## src/rtl/multicycle_control.sv

```systemverilog
`default_nettype none
//============================================================================
// Module      : multicycle_control
// Description : Sequencing control unit for a multicycle RV32 datapath.
//               Walks each instruction through fetch/decode/execute/memory/
//               writeback, driving mux selects, write strobes and the 4-bit
//               ALU operation code. Optional macro MEM_WAIT_EN adds
//               MEM_READY wait states in FETCH, MEMREAD and MEMWRITE.
// Revision    : 1.0 - initial release
//============================================================================
module multicycle_control (
    input  logic        CLK,
    input  logic        RST,
    input  logic [31:0] INSTR,
    input  logic        ZERO,
    input  logic        MEM_READY,
    output logic        PC_WRITE,
    output logic        ADR_SRC,
    output logic        MEM_WRITE,
    output logic        IR_WRITE,
    output logic        REG_WRITE,
    output logic [1:0]  RESULT_SRC,
    output logic [1:0]  ALU_SRC_A,
    output logic [1:0]  ALU_SRC_B,
    output logic [3:0]  ALU_OPERATION,
    output logic        ILLEGAL
);

    localparam logic [6:0] c_OPC_LW   = 7'b0000011;
    localparam logic [6:0] c_OPC_SW   = 7'b0100011;
    localparam logic [6:0] c_OPC_R    = 7'b0110011;
    localparam logic [6:0] c_OPC_I    = 7'b0010011;
    localparam logic [6:0] c_OPC_BEQ  = 7'b1100011;

    localparam logic [3:0] c_ALU_AND  = 4'b0000;
    localparam logic [3:0] c_ALU_OR   = 4'b0001;
    localparam logic [3:0] c_ALU_ADD  = 4'b0010;
    localparam logic [3:0] c_ALU_SUB  = 4'b0110;
    localparam logic [3:0] c_ALU_NONE = 4'b1111;

    typedef enum logic [3:0] {
        S_FETCH    = 4'd0,
        S_DECODE   = 4'd1,
        S_MEMADR   = 4'd2,
        S_MEMREAD  = 4'd3,
        S_MEMWB    = 4'd4,
        S_MEMWRITE = 4'd5,
        S_EXECUTER = 4'd6,
        S_EXECUTEI = 4'd7,
        S_ALUWB    = 4'd8,
        S_BEQ      = 4'd9,
        S_ILLEGAL  = 4'd10
    } state_t;

    // pc_write is the unconditional load (FETCH); pc_beq asks for a
    // ZERO-qualified load in the branch cycle.
    typedef struct packed {
        logic       pc_write;
        logic       pc_beq;
        logic       adr_src;
        logic       mem_write;
        logic       ir_write;
        logic       reg_write;
        logic [1:0] result_src;
        logic [1:0] alu_src_a;
        logic [1:0] alu_src_b;
        logic [3:0] alu_op;
        logic       illegal;
    } ctrl_t;

    // Moore output table: control word shown while in state s.
    function automatic ctrl_t f_ctrl(input state_t s, input logic [3:0] r_op,
                                     input logic [3:0] i_op);
        ctrl_t c;
        c        = '0;
        c.alu_op = c_ALU_NONE;
        case (s)
            S_FETCH: begin
                c.ir_write   = 1'b1;
                c.pc_write   = 1'b1;
                c.alu_src_b  = 2'b10;
                c.alu_op     = c_ALU_ADD;
                c.result_src = 2'b10;
            end
            S_DECODE: begin
                c.alu_src_a = 2'b01;
                c.alu_src_b = 2'b01;
                c.alu_op    = c_ALU_ADD;
            end
            S_MEMADR: begin
                c.alu_src_a = 2'b10;
                c.alu_src_b = 2'b01;
                c.alu_op    = c_ALU_ADD;
            end
            S_MEMREAD:  c.adr_src = 1'b1;
            S_MEMWB: begin
                c.result_src = 2'b01;
                c.reg_write  = 1'b1;
            end
            S_MEMWRITE: begin
                c.adr_src   = 1'b1;
                c.mem_write = 1'b1;
            end
            S_EXECUTER: begin
                c.alu_src_a = 2'b10;
                c.alu_op    = r_op;
            end
            S_EXECUTEI: begin
                c.alu_src_a = 2'b10;
                c.alu_src_b = 2'b01;
                c.alu_op    = i_op;
            end
            S_ALUWB:    c.reg_write = 1'b1;
            S_BEQ: begin
                c.alu_src_a = 2'b10;
                c.alu_op    = c_ALU_SUB;
                c.pc_beq    = 1'b1;
            end
            S_ILLEGAL:  c.illegal = 1'b1;
            default:    c.alu_op = c_ALU_NONE;
        endcase
        return c;
    endfunction

    logic [6:0] w_opcode;
    logic [2:0] w_funct3;
    logic [6:0] w_funct7;
    logic [3:0] w_r_op;
    logic [3:0] w_i_op;
    logic       w_ready;
    state_t     r_state;
    state_t     w_next;
    ctrl_t      r_ctrl;
    ctrl_t      w_ctrl;
    ctrl_t      w_fetch_ctrl;

    assign w_opcode     = INSTR[6:0];
    assign w_funct3     = INSTR[14:12];
    assign w_funct7     = INSTR[31:25];
    assign w_fetch_ctrl = f_ctrl(S_FETCH, c_ALU_NONE, c_ALU_NONE);

`ifdef MEM_WAIT_EN
    assign w_ready = MEM_READY;
    logic w_unused_instr;
    assign w_unused_instr = ^{INSTR[24:15], INSTR[11:7]};
`else
    // Without wait states every state lasts exactly one cycle.
    assign w_ready = 1'b1;
    logic w_unused_instr;
    assign w_unused_instr = ^{INSTR[24:15], INSTR[11:7], MEM_READY};
`endif

    // ALU op lookup for R-type and I-type; NONE marks an unsupported form.
    always_comb begin
        w_r_op = c_ALU_NONE;
        w_i_op = c_ALU_NONE;
        case ({w_funct7, w_funct3})
            {7'b0000000, 3'b000}: w_r_op = c_ALU_ADD;
            {7'b0100000, 3'b000}: w_r_op = c_ALU_SUB;
            {7'b0000000, 3'b111}: w_r_op = c_ALU_AND;
            {7'b0000000, 3'b110}: w_r_op = c_ALU_OR;
            default:              w_r_op = c_ALU_NONE;
        endcase
        case (w_funct3)
            3'b000:  w_i_op = c_ALU_ADD;
            3'b111:  w_i_op = c_ALU_AND;
            3'b110:  w_i_op = c_ALU_OR;
            default: w_i_op = c_ALU_NONE;
        endcase
    end

    // Next-state selection; memory-facing states hold until w_ready.
    always_comb begin
        w_next = r_state;
        case (r_state)
            S_FETCH:    if (w_ready) w_next = S_DECODE;
            S_DECODE: begin
                case (w_opcode)
                    c_OPC_LW, c_OPC_SW: w_next = S_MEMADR;
                    c_OPC_R:   w_next = (w_r_op != c_ALU_NONE) ? S_EXECUTER : S_ILLEGAL;
                    c_OPC_I:   w_next = (w_i_op != c_ALU_NONE) ? S_EXECUTEI : S_ILLEGAL;
                    c_OPC_BEQ: w_next = (w_funct3 == 3'b000) ? S_BEQ : S_ILLEGAL;
                    default:   w_next = S_ILLEGAL;
                endcase
            end
            S_MEMADR:   w_next = (w_opcode == c_OPC_LW) ? S_MEMREAD : S_MEMWRITE;
            S_MEMREAD:  if (w_ready) w_next = S_MEMWB;
            S_MEMWB:    w_next = S_FETCH;
            S_MEMWRITE: if (w_ready) w_next = S_FETCH;
            S_EXECUTER: w_next = S_ALUWB;
            S_EXECUTEI: w_next = S_ALUWB;
            S_ALUWB:    w_next = S_FETCH;
            S_BEQ:      w_next = S_FETCH;
            S_ILLEGAL:  w_next = S_ILLEGAL;
            default:    w_next = S_FETCH;
        endcase
    end

    // State register plus the control word registered for the next state.
    always_ff @(posedge CLK) begin
        if (RST) begin
            r_state <= S_FETCH;
            r_ctrl  <= w_fetch_ctrl;
        end else begin
            r_state <= w_next;
            r_ctrl  <= f_ctrl(w_next, w_r_op, w_i_op);
        end
    end

    // While RST is high the outputs show FETCH values with every strobe
    // suppressed, so an aborted instruction never writes anything.
    assign w_ctrl        = RST ? w_fetch_ctrl : r_ctrl;
    assign PC_WRITE      = ~RST & ((r_ctrl.pc_write & w_ready) | (r_ctrl.pc_beq & ZERO));
    assign IR_WRITE      = ~RST & r_ctrl.ir_write & w_ready;
    assign MEM_WRITE     = ~RST & r_ctrl.mem_write;
    assign REG_WRITE     = ~RST & r_ctrl.reg_write;
    assign ADR_SRC       = w_ctrl.adr_src;
    assign RESULT_SRC    = w_ctrl.result_src;
    assign ALU_SRC_A     = w_ctrl.alu_src_a;
    assign ALU_SRC_B     = w_ctrl.alu_src_b;
    assign ALU_OPERATION = w_ctrl.alu_op;
    assign ILLEGAL       = w_ctrl.illegal;

endmodule
`default_nettype wire

```

## config.mk

```make
export PLATFORM = sky130hd
export DESIGN_NAME = multicycle_control
export DESIGN_NICKNAME = d
export VERILOG_FILES = /design/src/rtl/multicycle_control.sv
export SDC_FILE = /design/constraint.sdc
export NUM_CORES = 1
export LEC_CHECK = 0
export ABC_AREA = 1
export BUFFER_PORTS_ARGS = -buffer_cell sky130_fd_sc_hd__buf_2
export CAP_MARGIN = 15
export CORE_UTILIZATION = 50
export DETAILED_ROUTE_END_ITERATION = 8
export GPL_TIMING_DRIVEN = 0
export PLACE_DENSITY = 0.92
export SLEW_MARGIN = 5
export SYNTH_ARGS = -nofsm -noshare
export SYNTH_HDL_FRONTEND = slang
export SYNTH_SLANG_ARGS = --single-unit
```

## constraint.sdc

```tcl
create_clock -name CLK -period 3.5 [get_ports CLK]
set_input_delay 0 -clock CLK [delete_from_list [all_inputs] [get_ports CLK]]
set_output_delay 0 -clock CLK [all_outputs]
set_load 0.02 [all_outputs]
```

==> metrics.csv <==
stage,metric,value,unit
synth,"area leader, netlist",dfxtp_1,
timing,unrepaired setup endpoints after global routing,no,
critical_path,CP Launch Type,register,
synth,largest cells by area after synthesis,"dfxtp_1, nor2_1, nand2_1, inv_1, nand3_1",
cts,H-Tree Depth,1,
cts,clock sinks,19,
floorplanning,IO Pins,52,
synth,synthesized cell area,0.00117,sq mm
critical_path,crit path buf inv count,2,
cts,clock buffer count from CTS,3,
timing,fin. max-slew vios,0,
critical_path,Worst Path Max Fanout,4,
timing,Final setup viols,0,
global_routing,antenna violations before repair,0,
routing,post-DR wirelength/cell,9.39,microns
power,Power Dens Cells,409,mW/mm^2
global_routing,vias in the first global route,986,
timing,max_slew headroom,0.686,
final_layout,nets@finish,263,
timing,clk_skew,0.00282,ns
critical_path,CP required,3.71,ns
final_layout,Area Growth Syn to Fin,21.1,%
run,reported max-cap violation count,0,
timing,fmax,609,MHz
cts,post-cts resize count,0,
global_routing,largest net degree at the start of global routing,12,
floorplanning,Die Wd,50.4,microns
global_routing,first-pass GRT wire length,3.78,mm
power,Int Pwr,362,uW
synth,Syn Area/Cell,6.30,sq um
timing,final hold slack,0.0663,ns
routing,router iterations before antenna repair,5,
synth,Post-synth EDFFs,0,
placed_design,dpl hpwl,1.84,mm
timing,post-layout min period,1.64,ns
cts,post-CTS setup buffer count,0,
cts,Max Buffers Root-to-Sink,2,
power,sequential fraction of design power,0.441,
final_layout,ANT cells,0,
synth,Synth Flop Type,dfxtp_1,
final_layout,multi-input logic area,631,sq um
synth,register area share after synthesis,0.324,
cts,"Reg clk slew, reported paths",0.11,ns
hold_path,worst hold-check path type,primary input to register,
floorplanning,Initial Util,0.530,
placed_design,gpl congestion,0.805,
cts,clock root cell,clkbuf_4,
floorplanning,Die ar.,0.00254,sq mm
critical_path,CP Depth,10,
routing,DR vias/cell,4.72,
power,Static Leakage,0.000771,uW
global_routing,GRT Total Usage,0.200,
power,Sw Ratio,0.377,
placed_design,port buffer count,35,
power,switching power of the nets,219,uW
routing,ANT nets after route,0,
synth,Gate Count Post-Synth,186,
final_layout,fillers,205,
cts,Clock Latency Late Sink,0.31,ns
critical_path,CP max stage cell,dfxtp_1,
timing,"Hold Vio Cnt, Final",0,
outcome,outcome,"complete, no violations",
synth,top cell type's share of synthesized area,0.324,
critical_path,worst path arrival time,1.85,ns
routing,DRC,0,
routing,WL final,2.39,mm
final_layout,Storage cell area,380,sq um
final_layout,"most common cell after layout, fill and taps aside",nor2_1,
floorplanning,row cnt,17,
critical_path,path depth of the worst reg2reg path,10,
synth,number of library cell types mapped by synthesis,25,
synth,YS warnings,0,
critical_path,Crit Path Class,register to register,
power,combinational fraction of design power,0.361,
power,clock network power share,0.199,
cts,CTS tree,built,
routing,First DRT Iteration DRCs,28,
floorplanning,Die Ht,50.4,microns
critical_path,"delay-heaviest family, CP",simple AND/OR/NAND/NOR gates,
timing,Final period util,0.469,
critical_path,max incr delay on CP,0.36,ns
synth,syn nets,222,
final_layout,layout cells sized above 1,0.274,
timing,Setup WS post-layout,1.86,ns
hold_path,WHS Path Cells,6,
placed_design,Post-Place Setup Slack,1.89,ns
critical_path,Worst setup EP type,register,
synth,Post-synth ARST share,0,
timing,final setup TNS,0,ns
floorplanning,Core Region,0.00221,sq mm
power,VDD IR max,0.264,mV
global_routing,GR Overflow Total,0,
synth,"flops & latches, synth",19,
routing,vias post-DR,1199,
final_layout,most used cells in the layout excluding fill and tap cells,"nor2_1, nand2_1, buf_2, inv_1, nand3_1",
timing,worst slew pin tran,0.470,ns
critical_path,critical path cell sequence,inv_1 > nand2_2 > inv_2 > nand2_4 > nor2_1 > nor2_1 > a21boi_2 > nand3_2 > nand3_2 > a21oi_1,
-- power groups by stage --
stage	clock, uW	combinational, uW	sequential, uW
floorplan	0	158	259
global placement	0	201	260
detailed placement	0	206	261
CTS	112	209	256
global route	125	233	259
finish	115	209	256
-- worst paths after layout --
check | start | end | slack (ns)
worst max-delay path | r_state[3] | r_ctrl[3] | 1.86
worst min-delay path | INSTR[25] | r_ctrl[1] | 0.07
worst max register to register | r_state[3] | r_ctrl[3] | 1.86
worst min register to register | r_state[0] | r_state[0] | 0.58
-- metal layers --
metal  share of wire  up-vias  global-route usage  routed length [microns]
met5               0        -                   0                        0
met4           0.023        0               0.116                       55
met3           0.054        5              0.0273                      128
met2            0.47       44               0.367                     1130
met1            0.45      503               0.217                     1080
li1                -      647                   -                        -
-- worst min-delay path, cell delays in order --
cell	delay, ns
buf_2	0.09
nor4_1	0.04
nand3_1	0.07
nand2_1	0.05
inv_1	0.05
a21oi_1	0.05
-- what timing repair did --
item | 4_1_cts | 5_1_grt
endpoints found under the hold margin | 2 | 0
setup endpoints to repair | 0 | 0
hold buffers | 1 | 0
-- kinds of logic (layout without fill, tap and decap cells) --
kind of cell | count (synthesis) | in the layout | share of synthesized area
AOI/OAI and AO/OA | 9 | 9 | 0.0448
and+or+nand+nor | 117 | 117 | 0.493
buffers and inverters | 41 | 81 | 0.138
DFF | 19 | 19 | 0.324
-- cell usage after synthesis, types with 2 or more instances --
| cell | number |
|---|---|
| dfxtp_1 | 19 |
| nand2_1 | 36 |
| nand3_2 | 3 |
| nand3_1 | 20 |
| clkbuf_1 | 2 |
| or2_2 | 2 |
| a21oi_1 | 6 |
| nand2_4 | 2 |
| inv_2 | 5 |
| nor2_1 | 39 |
| nor2_2 | 2 |
| inv_1 | 33 |
| nor4_1 | 2 |
| nor3_1 | 2 |
| nand2_2 | 3 |
-- per-stage QoR --
stage | area, sq um | util | total power [uW] | cells
floorplan | 1170 | - | 417 | 186
finish | 1420 | 0.642 | 580 | 254
detailed placement | 1380 | 0.625 | 467 | 249
global route | 1420 | 0.642 | 617 | 254
global placement | 1380 | 0.625 | 461 | 249
CTS | 1420 | 0.642 | 577 | 254
-- cell type report --
class	instances	area share
Multi-Input combinational cell	126	0.444
Sequential cell	19	0.268
Timing Repair Buffer	36	0.130
Inverter	38	0.100
Tap cell	28	0.0247
Clock buffer	3	0.0159
Buffer	3	0.0132
Clock inverter	1	0.00352
-- flip-flops by register name, summed over array words and instances (netlist names) --
name	cells
r_ctrl	15
r_state	4
No activity file was read; power rests on OpenSTA's default activity.
